===== src/rtl/count_snap_pkg.sv =====
// Shared constants for the count snapshot FIFO: default sizes and the
// wrap-counter width with its saturation value.
package count_snap_pkg;

    localparam int CW_DEFAULT    = 8;
    localparam int DEPTH_DEFAULT = 4;
    localparam int WRAP_W        = 8;

    localparam logic [WRAP_W-1:0] WRAP_SAT = '1;

    // Saturating increment used by the wrap-event counter.
    function automatic logic [WRAP_W-1:0] wrap_inc(input logic [WRAP_W-1:0] v);
        return (v == WRAP_SAT) ? v : v + 1'b1;
    endfunction

endpackage


===== src/rtl/count_snapshot_fifo_snap_fifo.sv =====
// snap_fifo: circular storage for snapshots. Pointers wrap naturally because
// DEPTH is a power of two. A push while full is accepted only with a pop in
// the same cycle; a pop while empty is ignored. rdata reads 0 when empty.
module snap_fifo #(
    parameter int W     = 8,
    parameter int DEPTH = 4
) (
    input  logic                     clk,
    input  logic                     rst,
    input  logic                     push,
    input  logic                     pop,
    input  logic [W-1:0]             wdata,
    output logic [W-1:0]             rdata,
    output logic                     full,
    output logic                     empty,
    output logic [$clog2(DEPTH):0]   level
);

    localparam int AW = $clog2(DEPTH);
    localparam int LW = AW + 1;

    logic [W-1:0]  mem_q [DEPTH];
    logic [AW-1:0] wr_ptr_q, wr_ptr_d;
    logic [AW-1:0] rd_ptr_q, rd_ptr_d;
    logic [LW-1:0] level_q, level_d;
    logic          push_ok, pop_ok;

    assign empty   = (level_q == '0);
    assign full    = (level_q == LW'(DEPTH));
    assign pop_ok  = pop & ~empty;
    assign push_ok = push & (~full | pop_ok);
    assign level   = level_q;
    assign rdata   = empty ? '0 : mem_q[rd_ptr_q];

    // Next pointer and occupancy values from the accepted push/pop pair.
    always_comb begin
        wr_ptr_d = wr_ptr_q;
        rd_ptr_d = rd_ptr_q;
        level_d  = level_q;
        if (push_ok) wr_ptr_d = wr_ptr_q + 1'b1;
        if (pop_ok)  rd_ptr_d = rd_ptr_q + 1'b1;
        case ({push_ok, pop_ok})
            2'b10:   level_d = level_q + 1'b1;
            2'b01:   level_d = level_q - 1'b1;
            default: level_d = level_q;
        endcase
    end

    // Pointer and occupancy registers, cleared asynchronously.
    always_ff @(posedge clk or negedge rst) begin
        if (!rst) begin
            wr_ptr_q <= '0;
            rd_ptr_q <= '0;
            level_q  <= '0;
        end else begin
            wr_ptr_q <= wr_ptr_d;
            rd_ptr_q <= rd_ptr_d;
            level_q  <= level_d;
        end
    end

    // Storage array; contents are never read while empty, so no reset.
    always_ff @(posedge clk) begin
        if (push_ok) mem_q[wr_ptr_q] <= wdata;
    end

endmodule


===== src/rtl/count_snapshot_fifo.sv =====
// count_snapshot_fifo: watches an upstream counter, counts its wrap events
// (saturating), and queues count snapshots on trig while en is high.
// Optional feature macro COUNT_SNAPSHOT_WRAPTAG_EN adds out_wrap, the wrap
// count (including a wrap in the capture cycle) stored with each snapshot.
// Handshake: a transfer happens on a clock edge where out_valid and
// out_ready are both 1; out_data is held while out_valid=1 and out_ready=0.
module count_snapshot_fifo
    import count_snap_pkg::*;
#(
    parameter int DEPTH = DEPTH_DEFAULT,
    parameter int CW    = CW_DEFAULT
) (
    input  logic                     clk,
    input  logic                     rst,
    input  logic [CW-1:0]            count_in,
    input  logic                     en,
    input  logic                     trig,
    output logic                     out_valid,
    input  logic                     out_ready,
    output logic [CW-1:0]            out_data,
    output logic [$clog2(DEPTH):0]   level,
    output logic                     overflow,
`ifdef COUNT_SNAPSHOT_WRAPTAG_EN
    output logic [WRAP_W-1:0]        out_wrap,
`endif
    output logic [WRAP_W-1:0]        wrap_cnt
);

`ifdef COUNT_SNAPSHOT_WRAPTAG_EN
    localparam int FW = CW + WRAP_W;
`else
    localparam int FW = CW;
`endif

    logic [CW-1:0]     prev_count_q;
    logic [WRAP_W-1:0] wrap_cnt_q, wrap_cnt_d;
    logic              overflow_q, overflow_d;
    logic              wrap_evt, capture, push, pop, full, empty;
    logic [FW-1:0]     fifo_wdata, fifo_rdata;

    assign wrap_evt = (prev_count_q == '1) && (count_in == '0);
    assign capture  = en & trig;
    assign pop      = ~empty & out_ready;
    assign push     = capture & (~full | pop);

    // Wrap counter and sticky overflow next-state.
    always_comb begin
        wrap_cnt_d = wrap_cnt_q;
        overflow_d = overflow_q;
        if (wrap_evt) wrap_cnt_d = wrap_inc(wrap_cnt_q);
        if (capture && full && !pop) overflow_d = 1'b1;
    end

    // Previous count, wrap counter and overflow registers.
    always_ff @(posedge clk or negedge rst) begin
        if (!rst) begin
            prev_count_q <= '0;
            wrap_cnt_q   <= '0;
            overflow_q   <= 1'b0;
        end else begin
            prev_count_q <= count_in;
            wrap_cnt_q   <= wrap_cnt_d;
            overflow_q   <= overflow_d;
        end
    end

`ifdef COUNT_SNAPSHOT_WRAPTAG_EN
    assign fifo_wdata = {wrap_cnt_d, count_in};
    assign out_wrap   = fifo_rdata[FW-1:CW];
`else
    assign fifo_wdata = count_in;
`endif

    snap_fifo #(
        .W     (FW),
        .DEPTH (DEPTH)
    ) u_fifo (
        .clk   (clk),
        .rst   (rst),
        .push  (push),
        .pop   (pop),
        .wdata (fifo_wdata),
        .rdata (fifo_rdata),
        .full  (full),
        .empty (empty),
        .level (level)
    );

    assign out_valid = ~empty;
    assign out_data  = fifo_rdata[CW-1:0];
    assign overflow  = overflow_q;
    assign wrap_cnt  = wrap_cnt_q;

endmodule


===== config.mk =====
export PLATFORM = sky130hd
export DESIGN_NAME = count_snapshot_fifo
export DESIGN_NICKNAME = d
export VERILOG_FILES = /design/src/rtl/count_snap_pkg.sv /design/src/rtl/count_snapshot_fifo_snap_fifo.sv /design/src/rtl/count_snapshot_fifo.sv
export SDC_FILE = /design/constraint.sdc
export NUM_CORES = 1
export LEC_CHECK = 0
export ABC_AREA = 1
export CAP_MARGIN = 0
export CORE_ASPECT_RATIO = 0.7
export CORE_MARGIN = 2
export CORE_UTILIZATION = 30
export CTS_BUF_LIST = sky130_fd_sc_hd__clkbuf_4 sky130_fd_sc_hd__clkbuf_8
export DETAILED_ROUTE_END_ITERATION = 12
export PLACE_DENSITY = 0.52
export REMOVE_ABC_BUFFERS = 1
export SLEW_MARGIN = 5
export SYNTH_ARGS = -nofsm -noshare
export SYNTH_HDL_FRONTEND = slang
export SYNTH_HIERARCHICAL = 1
export SYNTH_SLANG_ARGS = --single-unit

===== constraint.sdc =====
create_clock -name clk -period 2.1 [get_ports clk]
set_input_delay 0.63 -clock clk [delete_from_list [all_inputs] [get_ports clk]]
set_output_delay 0.63 -clock clk [all_outputs]
set_load 0.02 [all_outputs]

Yosys cells after proc, flatten, opt, wreduce, memory -nomap -nowiden
Memory sizes are Yosys's and may differ from the RTL's.
Index checks and enable logic that the tools add are counted.
{"block": "totals", "register_bits": 24, "mem_bits_rw": 32, "memories": 1}
{"memory": "u_fifo.mem_q", "words": 4, "word_bits": 8, "read_ports": 1, "rd_clocked_by_memory_dff": 0, "wr": 1, "line_no": "count_snapshot_fifo_snap_fifo.sv:22", "source": "logic [W-1:0] mem_q [DEPTH];"}
{"block": "classes", "add_sub_neg": 5, "eq_ne": 5, "n_mux": 4, "bitwise": 10, "reduce_logical": 8}
{"cell": "$eq A8 B8 Y1 const B", "count": 2}
{"cell": "$add A8 B1 Y8 const B", "count": 1}
{"cell": "$logic_not A8 Y1", "count": 1}
{"cell": "$mux W8", "count": 1}
{"cell": "$pmux W3 S2", "count": 1}
{"cell": "$and A1 B1 Y1", "count": 5}
{"cell": "$add A2 B1 Y2 const B", "count": 2}
{"cell": "$add A3 B1 Y3 const B", "count": 1}
{"cell": "$eq A3 B3 Y1 const B", "count": 1}
{"cell": "$logic_and A1 B1 Y1", "count": 3}
{"cell": "$logic_not A3 Y1", "count": 1}
{"cell": "$not A1 Y1", "count": 3}
{"cell": "$sub A3 B1 Y3 const B", "count": 1}
{"cell": "$eq A2 B1 Y1 const B", "count": 1}
{"cell": "$eq A2 B2 Y1 const B", "count": 1}
{"cell": "$mux W1", "count": 2}
{"cell": "$or A1 B1 Y1", "count": 2}
{"cell": "$reduce_and A2 Y1", "count": 1}
{"cell": "$reduce_bool A2 Y1", "count": 1}
{"cell": "$logic_not A1 Y1", "count": 1}

Longest topological paths before layout
Gate-level depths: netlist (run 1).
{"block": "logic_depth", "word_depth": 8, "mapped_depth": 13}

By module
Netlist (run 1), hierarchy kept.
{"mod": "snap_fifo", "n_inst": 1, "cells_each": 149, "area_per_inst_um2": 1709.1}
{"mod": "count_snapshot_fifo", "n_inst": 1, "cells_each": 102, "area_per_inst_um2": 825.8}

Worst setup path after synthesis (run 1)
No wires, ideal clock.
{"block": "synth_timing", "path_type": "reg2reg", "start": "register u_fifo.level_q[0], in the netlist u_fifo/level[0]", "end": "register u_fifo.level_q[1], in the netlist u_fifo/level[1]", "t_arrival_ns": 2.167, "setup_slack_ns": -0.189, "path_stages_with_launch": 12, "synth_period_minus_slack_ns": 2.289, "path_cell_list": "dfrtp_1 nor2_4 nand2_2 inv_1 inv_1 nand2_1 a21oi_1 nand3b_2 fa_1 inv_1 nand2_1 o21ai_1"}
{"block": "synth_between", "elab_chain_len": 8}
{"item": "start: declaration", "line_no": "count_snapshot_fifo_snap_fifo.sv:25", "source": "logic [LW-1:0] level_q, level_d;"}
{"item": "start signal: assignment", "line_no": "count_snapshot_fifo_snap_fifo.sv:58", "source": "level_q <= level_d;"}
{"item": "$logic_not A3 Y1 (*)", "line_no": "count_snapshot_fifo_snap_fifo.sv:28", "source": "assign empty = (level_q == '0);"}
{"item": "via empty", "line_no": "count_snapshot_fifo.sv:38", "source": "logic wrap_evt, capture, push, pop, full, empty;"}
{"item": "$not A1 Y1 (*)"}
{"item": "via out_valid", "line_no": "count_snapshot_fifo.sv:18", "source": "output logic out_valid,"}
{"item": "$and A1 B1 Y1 (*)", "line_no": "count_snapshot_fifo.sv:43", "source": "assign pop = ~empty & out_ready;"}
{"item": "$or A1 B1 Y1 (*)", "line_no": "count_snapshot_fifo.sv:44", "source": "assign push = capture & (~full | pop);"}
{"item": "$and A1 B1 Y1 (*)", "line_no": "count_snapshot_fifo.sv:44"}
{"item": "via push", "line_no": "count_snapshot_fifo.sv:38"}
{"item": "$and A1 B1 Y1 (*)", "line_no": "count_snapshot_fifo_snap_fifo.sv:31", "source": "assign push_ok = push & (~full | pop_ok);"}
{"item": "$eq A2 B1 Y1 / $eq A2 B2 Y1 (equally long branches)", "line_no": "count_snapshot_fifo_snap_fifo.sv:42", "source": "case ({push_ok, pop_ok})"}
{"item": "$pmux W3 S2 / $reduce_bool A2 Y1 (equally long branches)"}
The timed path passes the listed nets; every way through them passes the cells marked *.
A chain may end at the register's enable or synchronous reset.

Worst setup path after layout (run 1)
{"block": "layout_timing", "start": "register u_fifo.rd_ptr_q[0]", "end": "output out_data[6]"}
{"block": "layout_between", "elab_chain_len": 2}
{"item": "start: declaration", "line_no": "count_snapshot_fifo_snap_fifo.sv:24", "source": "logic [AW-1:0] rd_ptr_q, rd_ptr_d;"}
{"item": "start signal: assignment", "line_no": "count_snapshot_fifo_snap_fifo.sv:57", "source": "rd_ptr_q <= rd_ptr_d;"}
{"item": "$mem_v2 Z4 W8"}
{"item": "$mux W8", "line_no": "count_snapshot_fifo_snap_fifo.sv:33", "source": "assign rdata = empty ? '0 : mem_q[rd_ptr_q];"}
{"item": "end: declaration", "line_no": "count_snapshot_fifo.sv:20", "source": "output logic [CW-1:0] out_data,"}
Every way passes these cells.

==> impl_metrics.py, run 1 <==
metrics = {
    "finish": {
        "final_design_area_no_fill_um2": 3310,
        "layout-drive-gt1-share_pct": 22.6,
        "area_delta_synth_final_pct": 30.8,
        "postLayoutCoreUtil_pct": 39.8,
        "finish.net_count": 338,
        "antenna_cells": 0,
    },
    "grt": {
        "grt_first_pass_wirelength_um": 8670,
        "grt_util_all_layers_pct": 12.5,
        "first_global_vias": 1696,
        "grt_max_degree": 25,
        "globalRouteOverflowTotal": 0,
        "grt_antenna_before_repair": 0,
    },
    "placed_design": {
        "io_buffer_count": 33,
        "detailed_place.area_um2": 3210,
        "dp_slack_ns": -0.104,
        "gpl.final_weighted_congestion": 0.796,
        "place.detailed.hpwl_um": 3920,
    },
    "synth": {
        "syn-instance-count": 251,
        "synth_warn": 6,
        "synth_flop_cell": "sky130_fd_sc_hd__edfxtp_1",
        "syn_area_per_cell_um2": 10.1,
        "yosys-top-cells-area": "sky130_fd_sc_hd__edfxtp_1 (38%), sky130_fd_sc_hd__dfrtp_1 (24%), sky130_fd_sc_hd__nor2_1 (7.6%)",
        "ys_seq_elements": 56,
        "netlist.area_leader.share_pct": 37.9,
        "synth.cell_area_um2": 2530,
        "synth-seq-area-share_pct": 61.6,
        "synth.lib_cells_used.distinct": 25,
        "synth_area_leader_cell": "sky130_fd_sc_hd__edfxtp_1",
        "async_reset_ff_share_pct": 42.9,
        "synth.most_common_cell": "sky130_fd_sc_hd__nor2_1",
        "number_of_flops_mapped_to_enable_cells_by_yosys": 32,
        "most_used_standard_cells_in_the_synthesized_netlist": "sky130_fd_sc_hd__nor2_1 (51), sky130_fd_sc_hd__nand2_1 (47), sky130_fd_sc_hd__edfxtp_1 (32), sky130_fd_sc_hd__dfrtp_1 (24), sky130_fd_sc_hd__inv_1 (23)",
    },
    "setup_path": {
        "cp_data_required_time_ns": 1.47,
        "crit_arrival_ns": 1.44,
        "endpoint_kind": "primary output",
        "worst_setup_path_start_kind": "register",
        "criticalPathCategory": "reg2out",
        "critical_path.max_fanout": 8,
    },
    "cts": {
        "worst_skew_pair.late_latency_ns": 0.30,
        "ctsRootBufferMaster": "sky130_fd_sc_hd__clkbuf_8",
        "post_cts_repair_timing_setup_buffer_count": 0,
        "htreeDepth": 2,
        "clk_pin_slew_worst_paths_ns": 0.09,
        "cts_tree": "yes",
        "cts_made_buffers": 5,
        "cts.hold.buffers_added": 0,
        "sink_count_of_the_clock_tree": 56,
        "clock_path_buffers": 2,
    },
    "floorplanning": {
        "dieWidth_um": 114,
        "initial_cell_density_of_the_core_pct": 30.4,
        "io-pin-count": 34,
        "chipHeight_um": 80.9,
        "placementRows": 28,
        "core_area_um2": 8340,
        "die_footprint_um2": 9210,
    },
    "detailed_routing": {
        "routed_wl_um": 5420,
        "vias_per_cell": 4.27,
        "dr.pass1.iters": 4,
        "drc": 0,
        "vias": 1812,
        "post_drt_wl_per_cell_um": 12.8,
        "dr.first_iter.drc_count": 88,
        "final_antenna_net_count": 0,
    },
    "job": {
        "maxCapViolations": 0,
    },
    "power": {
        "p_per_area_nw_per_um2": 1150,
        "maximum_vdd_drop_v": 0.000318,
        "total_leakage_power_nw": 1.44,
    },
    "sta": {
        "timing.final.crit_share_pct": 98.6,
        "rsz_0062_raised_after_global_routing": "yes",
        "setup_ws_ns": 0.0294,
        "timing_hold_violations_final": 0,
        "timing.clock.skew_ns": 0.00758,
        "timing.fmax_mhz": 483,
        "finalSetupViolCount": 0,
        "final.hold.worst_slack_ns": 0.499,
        "final-max-slew-violation-count": 0,
        "finalWorstPathRequiredPeriod_ns": 2.07,
        "worst-slew-pin-transition_ns": 0.340,
        "timing.slew.headroom_pct": 77.3,
    },
    "status": {
        "status": "complete, no violations",
    },
    "worst_hold_path": {
        "type_of_the_worst_min_delay_path": "reg2reg",
    },
}
[per-layer routing]
metal | up-vias | track usage, % | part of all wire, %
met5 | - | 0 | 0
li1 | 943 | - | -
met4 | 0 | 3.66 | 1.0
met2 | 32 | 18.2 | 43
met3 | 4 | 2.46 | 3.6
met1 | 833 | 19.0 | 53
[metrics by stage]
step           total power (W)  TNS, ns  std cells
2_1_floorplan          0.00238    -5.79        247
3_3_place_gp           0.00325    -1.82        416
3_5_place_dp           0.00326    -2.25        416
4_1_cts                0.00372        0        423
5_1_grt                0.00411   -0.244        424
6_report               0.00381        0        424
[cells in the final DEF, fill, tap and decap left out, types with 2 or more instances in the layout]
master | Yosys | layout
sky130_fd_sc_hd__o21ai_1 | 11 | 13
sky130_fd_sc_hd__buf_6 | 1 | 4
sky130_fd_sc_hd__inv_1 | 23 | 21
sky130_fd_sc_hd__nand3_4 | 2 | 2
sky130_fd_sc_hd__nor2_2 | 2 | 4
sky130_fd_sc_hd__buf_4 | 2 | 35
sky130_fd_sc_hd__edfxtp_1 | 32 | 32
sky130_fd_sc_hd__clkbuf_8 | 0 | 5
sky130_fd_sc_hd__nand3_1 | 12 | 12
sky130_fd_sc_hd__dlymetal6s2s_1 | 0 | 2
sky130_fd_sc_hd__dfrtp_1 | 24 | 23
sky130_fd_sc_hd__xor2_1 | 4 | 4
sky130_fd_sc_hd__nand2_2 | 5 | 6
sky130_fd_sc_hd__clkdlybuf4s50_1 | 0 | 22
sky130_fd_sc_hd__nor2_1 | 51 | 49
sky130_fd_sc_hd__nand2_1 | 47 | 46
sky130_fd_sc_hd__inv_2 | 3 | 5
sky130_fd_sc_hd__ha_1 | 5 | 5
sky130_fd_sc_hd__o21ai_0 | 7 | 5
sky130_fd_sc_hd__a21oi_1 | 11 | 11
sky130_fd_sc_hd__nor2_4 | 2 | 2
[sequential cells by signal, summed over array words and instances, names as in the netlist]
name and flops:
wrap_cnt 8, u_fifo/rd_ptr_q 2, u_fifo/wr_ptr_q 2, u_fifo/mem_q 32
u_fifo/level 3, overflow 1, prev_count_q 8
[worst paths after layout]
path | endpoint | from | slack, ns | cells after the start
max | out_data[6] | u_fifo/rd_ptr_q[0] | 0.03 | 6
min | overflow | overflow | 0.50 | 1
max reg2reg | u_fifo/level[1] | u_fifo/level[0] | 0.16 | 12
min reg2reg | overflow | overflow | 0.50 | 1
max in group asynchronous | u_fifo/rd_ptr_q[0] | rst | 1.14 | 2
min in group asynchronous | wrap_cnt[3] | rst | 0.68 | 2
[timing repair]
action / in CTS / in global routing
cloned: 0 / 1
endpoints found under the setup margin: 9 / 13
pin swaps: 0 / 6
gates resized for setup: 36 / 25
[power by group]
part	internal, W	switching [W]
Clock	0.000241	0.000327
Sequential	0.00133	0.0000889
Combinational	0.000810	0.00101
Total	0.00238	0.00143
[worst max-delay path: stages, from the launching register on]
cell	delay, ns
sky130_fd_sc_hd__dfrtp_2	0.42
sky130_fd_sc_hd__buf_6	0.15
sky130_fd_sc_hd__nor2_1	0.05
sky130_fd_sc_hd__nor2_1	0.13
sky130_fd_sc_hd__o21ai_1	0.08
sky130_fd_sc_hd__a21oi_1	0.15
sky130_fd_sc_hd__buf_4	0.16
[kinds of logic after synthesis]
group | count (synthesis) | synth area share, %
simple gates | 124 | 22.0
buf+inv | 30 | 5.08
compound gates | 31 | 6.66
fa+ha+maj | 6 | 3.26
flops | 56 | 61.6
xor+xnor | 4 | 1.38
[final cells by class]
| cell class | instances | area, µm² |
|---|---|---|
| fillers | 840 | 5020 |
| flip-flops and latches | 56 | 1560 |
| clock inverters | 1 | 5.00 |
| inverters | 26 | 97.6 |
| well taps | 105 | 131 |
| clock buffers | 6 | 76.3 |
| repair buffers | 65 | 578 |
| multi-input cells | 165 | 863 |
No activity file was read; power rests on OpenSTA's default activity.
==> run 2, diff against run 1 <==
Settings changed: CORE_UTILIZATION 30 to 49, CTS_BUF_LIST sky130_fd_sc_hd__clkbuf_4 sky130_fd_sc_hd__clkbuf_8 to default, PLACE_DENSITY 0.52 to 0.76.
==> run 2 against run 1 <==
  * The run now ends with negative setup slack left
  * Clock skew rose by 0.00054 ns
  * Total power rose by 2.8%
  * Flip-flop and latch count did not move
  * Critical path depth did not move
  * Highest routed layer unchanged
==> impl_metrics.py, run 2 (synthesis results as in run 1) <==
metrics = {
    "finish": {
        "finish.net_count": 336,
        "largest_register": "u_fifo/mem_q",
        "area_delta_synth_final_pct": 30.0,
        "most-common-layout-cells": "sky130_fd_sc_hd__nand2_1 (47), sky130_fd_sc_hd__nor2_1 (45), sky130_fd_sc_hd__buf_4 (36)",
        "flip_flop_count_of_the_largest_register_after_layout": 32,
        "layout-drive-gt1-share_pct": 23.9,
        "antenna_cells": 0,
        "final_cells": 387,
        "num-fill-cells": 382,
        "layout.cells.most_common": "sky130_fd_sc_hd__nand2_1",
    },
    "floorplanning": {
        "core_area_um2": 4890,
        "initial_cell_density_of_the_core_pct": 51.9,
        "die_footprint_um2": 5770,
        "dieWidth_um": 90.0,
        "chipHeight_um": 64.2,
        "placementRows": 21,
        "io-pin-count": 34,
    },
    "cts": {
        "cts.hold.buffers_added": 0,
        "clock_path_buffers": 2,
        "sink_count_of_the_clock_tree": 56,
        "ctsRootBufferMaster": "sky130_fd_sc_hd__clkbuf_8",
        "cts_made_buffers": 5,
        "worst_skew_pair.late_latency_ns": 0.31,
        "clk_pin_slew_worst_paths_ns": 0.10,
        "post_cts_repair_timing_setup_buffer_count": 0,
        "cts_tree": "yes",
        "htreeDepth": 2,
    },
    "placed_design": {
        "placedCellCount": 379,
        "io_buffer_count": 33,
        "place.detailed.hpwl_um": 3830,
        "gpl.final_weighted_congestion": 0.778,
        "dp_slack_ns": -0.160,
    },
    "power": {
        "design_power_total_w": 0.00391,
        "total_leakage_power_nw": 1.44,
        "maximum_vdd_drop_v": 0.000486,
        "p_per_area_nw_per_um2": 1190,
    },
    "setup_path": {
        "endpoint_kind": "primary output",
        "crit_arrival_ns": 1.49,
        "worst_path_most_repeated_cell": "sky130_fd_sc_hd__nor2_1",
        "critical_path.max_stage_delay_ns": 0.46,
        "worst_setup_path_start_kind": "register",
        "cp_data_required_time_ns": 1.47,
        "worst_path_max_delay_cell": "sky130_fd_sc_hd__dfrtp_2",
        "crit_chain": "buf_6 -> nor2_1 -> nor2_1 -> o21ai_0 -> a21oi_2 -> buf_4",
        "critical_path.max_fanout": 8,
        "number_of_cells_on_the_worst_reg_to_reg_path": 12,
        "criticalPathCategory": "reg2out",
    },
    "detailed_routing": {
        "drc": 0,
        "vias_per_cell": 4.86,
        "final_antenna_net_count": 0,
        "vias": 1882,
        "post_drt_wl_per_cell_um": 13.7,
        "dr.first_iter.drc_count": 215,
        "dr.pass1.iters": 4,
        "routed_wl_um": 5310,
    },
    "sta": {
        "finalSetupViolCount": 1,
        "timing.final.crit_share_pct": 101,
        "timing.clock.skew_ns": 0.00812,
        "worst-slew-pin-transition_ns": 0.388,
        "timing.fmax_mhz": 471,
        "setup_ws_ns": -0.0241,
        "rsz_0062_raised_after_global_routing": "yes",
        "timing.slew.headroom_pct": 74.1,
        "final.setup.tns_ns": -0.0241,
        "timing_hold_violations_final": 0,
        "finalWorstPathRequiredPeriod_ns": 2.12,
        "final-max-slew-violation-count": 0,
    },
    "worst_hold_path": {
        "hold_path_depth": 1,
        "type_of_the_worst_min_delay_path": "reg2reg",
    },
    "status": {
        "status": "finished, violations left",
        "violations": "negative setup slack",
    },
    "grt": {
        "grt_util_all_layers_pct": 20.1,
        "grt_first_pass_wirelength_um": 9090,
        "globalRouteOverflowTotal": 0,
        "first_global_vias": 1933,
        "grt_antenna_before_repair": 0,
        "grt_max_degree": 25,
    },
    "job": {
        "maxCapViolations": 0,
    },
}
-- run 2: cell types whose count changed in the layout (fill, tap and decap cells not counted), moves of 2 or more --
cell / before / now
sky130_fd_sc_hd__a21oi_2: 0 / 2
sky130_fd_sc_hd__inv_2: 5 / 3
sky130_fd_sc_hd__nor2_2: 4 / 7
sky130_fd_sc_hd__a21oi_1: 11 / 9
sky130_fd_sc_hd__buf_6: 4 / 2
sky130_fd_sc_hd__nor2_1: 49 / 45
-- run 2: final timing paths --
kind                                          from                  to  slack [ns]
worst max-delay path            u_fifo/rd_ptr_q[0]         out_data[7]       -0.02
worst min register to register            overflow            overflow        0.49
max in group asynchronous                      rst  u_fifo/rd_ptr_q[0]        1.17
min in group asynchronous                      rst     u_fifo/level[2]        0.67
worst min-delay path                      overflow            overflow        0.49
worst max register to register     u_fifo/level[0]     u_fifo/level[1]        0.13
-- run 2: final cells by class --
class                   count  area, µm²  share of cell area (%)
flip-flops and latches     56       1560                    47.4
multi-input cells         165        887                    26.9
repair buffers             63        543                    16.5
inverters                  26        100                    3.04
well taps                  69       86.3                    2.62
clock buffers               5       68.8                    2.09
clock inverters             3       46.3                    1.41
-- run 2: stage by stage --
| stage | cell area [µm²] | hold slack (ns) | util, % |
|---|---|---|---|
| after CTS | 3240 | 0.486 | 66.2 |
| after global placement | 3150 | 0.464 | 64.4 |
| after detailed placement | 3150 | 0.465 | 64.4 |
| final | 3290 | 0.485 | 67.4 |
| after global routing | 3290 | 0.504 | 67.4 |
| after floorplan | 2500 | 0.334 | - |
-- run 2: layer usage --
layer	share of wire, %	global-route usage, %
met4	0.60	6.92
met5	0	0
met3	3.8	4.13
met2	47	31.6
met1	49	28.4
-- run 2: critical path, delay by kind of cell (launching register included) --
family / cells / cell delay [ns]
flops: 1 / 0.46
buf+inv: 2 / 0.33
compound gates: 2 / 0.28
simple gates: 2 / 0.14
-- run 2: timing repair --
action                                  4_1_cts  5_1_grt
endpoints found under the setup margin        9       13
pin swaps                                     1       13
hold endpoints to repair                      0        0
gates resized for setup                      41       25
-- run 2: report_power, final --
part | internal [W] | leakage [nW] | switching, W
clock network | 0.000359 | 0.0548 | 0.000349
registers | 0.00133 | 0.587 | 0.0000968
logic | 0.000772 | 0.800 | 0.00101
total | 0.00246 | 1.44 | 0.00146
==> run 3, diff against run 2 <==
Settings changed: TNS_END_PERCENT from default to 30.
==> run 3 against run 2 <==
  * Largest cell class unchanged
  * Total power fell by 0.56%
  * Flip-flop and latch count did not move
  * Clock power barely moved
  * First-iteration DRC count fell by 0.47%
  * Die area did not move
  * Final cell count did not move
  * Worst hold slack barely moved
  * Clock skew rose by 0.0030 ns
  * Global-route usage fell by 0.053 points
  * Combinational power barely moved
  * Design area fell by 0.34%
  * Clock-buffer cell count did not move
  * The flow still finishes with violations (negative setup slack)
  * Highest routed layer unchanged
==> impl_metrics.py, run 3 (synthesis results as in run 1) <==
metrics = {
    "sta": {
        "final-max-slew-violation-count": 0,
        "timing.clock.skew_ns": 0.0111,
        "final.hold.worst_slack_ns": 0.486,
        "timing_hold_violations_final": 0,
        "timing.slew.headroom_pct": 74.2,
        "finalWorstPathRequiredPeriod_ns": 2.13,
        "finalSetupViolCount": 2,
        "rsz_0062_raised_after_global_routing": "yes",
        "setup_ws_ns": -0.0269,
        "timing.fmax_mhz": 470,
        "timing.final.crit_share_pct": 101,
        "worst-slew-pin-transition_ns": 0.386,
    },
    "setup_path": {
        "number_of_cells_on_the_worst_reg_to_reg_path": 13,
        "endpoint_kind": "primary output",
        "worst_setup_path_start_kind": "register",
        "criticalPathCategory": "reg2out",
        "cp_data_required_time_ns": 1.47,
        "critical_path.max_fanout": 8,
        "crit_arrival_ns": 1.50,
    },
    "cts": {
        "worst_skew_pair.late_latency_ns": 0.31,
        "cts.hold.buffers_added": 0,
        "cts_tree": "yes",
        "clk_pin_slew_worst_paths_ns": 0.10,
        "cts_made_buffers": 5,
        "sink_count_of_the_clock_tree": 56,
        "clock_path_buffers": 2,
        "post_cts_repair_timing_setup_buffer_count": 0,
        "htreeDepth": 2,
        "ctsRootBufferMaster": "sky130_fd_sc_hd__clkbuf_8",
    },
    "finish": {
        "final_cells": 387,
        "flip_flop_count_of_the_largest_register_after_layout": 32,
        "area_delta_synth_final_pct": 29.5,
        "largest_register": "u_fifo/mem_q",
        "num-fill-cells": 384,
        "finish.net_count": 336,
        "sequential_standard_cell_area_um2": 1560,
        "most-common-layout-cells": "sky130_fd_sc_hd__nand2_1 (47), sky130_fd_sc_hd__nor2_1 (47), sky130_fd_sc_hd__buf_4 (36)",
        "layout-drive-gt1-share_pct": 22.3,
        "multiInputGateArea_um2": 876,
        "antenna_cells": 0,
    },
    "status": {
        "violations": "negative setup slack",
        "status": "finished, violations left",
    },
    "power": {
        "total_leakage_power_nw": 1.44,
        "maximum_vdd_drop_v": 0.000480,
        "p_per_area_nw_per_um2": 1190,
    },
    "floorplanning": {
        "dieWidth_um": 90.0,
        "die_footprint_um2": 5770,
        "io-pin-count": 34,
        "core_area_um2": 4890,
        "initial_cell_density_of_the_core_pct": 51.9,
        "chipHeight_um": 64.2,
        "placementRows": 21,
    },
    "grt": {
        "fraction_of_met3_tracks_used_by_global_routing_pct": 4.01,
        "grt_util_all_layers_pct": 20.1,
        "first_global_vias": 1929,
        "grt_first_pass_wirelength_um": 9070,
        "met1_track_demand_over_resource_pct": 28.3,
        "global_route.usage.met2_pct": 31.6,
        "grt_max_degree": 25,
        "globalRouteOverflowTotal": 0,
        "grt_antenna_before_repair": 0,
        "globalRoute.busiestLayer": "met2",
    },
    "detailed_routing": {
        "dr.pass1.iters": 4,
        "vias_per_cell": 4.88,
        "final_antenna_net_count": 0,
        "routed_wl_um": 5300,
        "post_drt_wl_per_cell_um": 13.7,
        "drc": 0,
        "vias": 1887,
        "dr.first_iter.drc_count": 214,
    },
    "placed_design": {
        "dp_slack_ns": -0.160,
        "gpl.final_weighted_congestion": 0.778,
        "place.detailed.hpwl_um": 3830,
        "placedCellCount": 379,
        "io_buffer_count": 33,
    },
    "job": {
        "maxCapViolations": 0,
    },
    "worst_hold_path": {
        "type_of_the_worst_min_delay_path": "reg2reg",
        "hold_path_depth": 1,
    },
}
run 3: cell counts in the layout (fill, tap and decap cells not counted):
No cell type changed its count.
run 3: what timing repair did:
item | 4_1_cts | 5_1_grt
gates resized for setup | 37 | 22
endpoints found under the setup margin | 9 | 13
pin swaps | 1 | 8
run 3: path summary, 6_finish.rpt:
check / from / endpoint / slack (ns)
worst max register to register: u_fifo/level[0] / u_fifo/level[2] / 0.16
worst max-delay path: u_fifo/rd_ptr_q[0] / out_data[7] / -0.03
max in group asynchronous: rst / u_fifo/rd_ptr_q[0] / 1.17
min in group asynchronous: rst / wrap_cnt[3] / 0.67
worst min-delay path: overflow / overflow / 0.49
worst min register to register: overflow / overflow / 0.49
run 3: power by group:
part / total [W] / switching [W] / internal [W] / leakage [nW]
Sequential: 0.00142 / 0.0000954 / 0.00133 / 0.587
Combinational: 0.00176 / 0.000997 / 0.000764 / 0.800
Clock: 0.000709 / 0.000349 / 0.000360 / 0.0548
run 3: routing by layer:
metal | up-vias | wire (µm)
li1 | 943 | -
met1 | 882 | 2480
met2 | 58 | 2490
met3 | 4 | 301
met4 | 0 | 26
met5 | - | 0
run 3: area by class of cell:
| class | instances | share of cell area, % |
|---|---|---|
| Clock buffer | 5 | 2.10 |
| Clock inverter | 3 | 1.41 |
| Inverter | 26 | 3.05 |
| Multi-Input combinational cell | 165 | 26.7 |
| Sequential cell | 56 | 47.6 |
| Tap cell | 69 | 2.63 |
| Timing Repair Buffer | 63 | 16.5 |
run 3: critical path: stages, from the launching register on:
cell and delay [ns]:
sky130_fd_sc_hd__dfrtp_2 0.46, sky130_fd_sc_hd__buf_6 0.17, sky130_fd_sc_hd__nor2_1 0.06, sky130_fd_sc_hd__nor2_1 0.08, sky130_fd_sc_hd__o21ai_0 0.12, sky130_fd_sc_hd__a21oi_2 0.16
sky130_fd_sc_hd__buf_4 0.16
run 3: stage by stage:
step	util [%]	cell area, µm²	total power [W]	setup TNS (ns)
CTS	66.2	3240	0.00380	-0.0755
global route	67.2	3280	0.00414	-0.534
detailed placement	64.4	3150	0.00319	-2.71
global placement	64.4	3150	0.00315	-1.26
floorplan	-	2500	0.00238	-5.79
finish	67.2	3280	0.00389	-0.0298
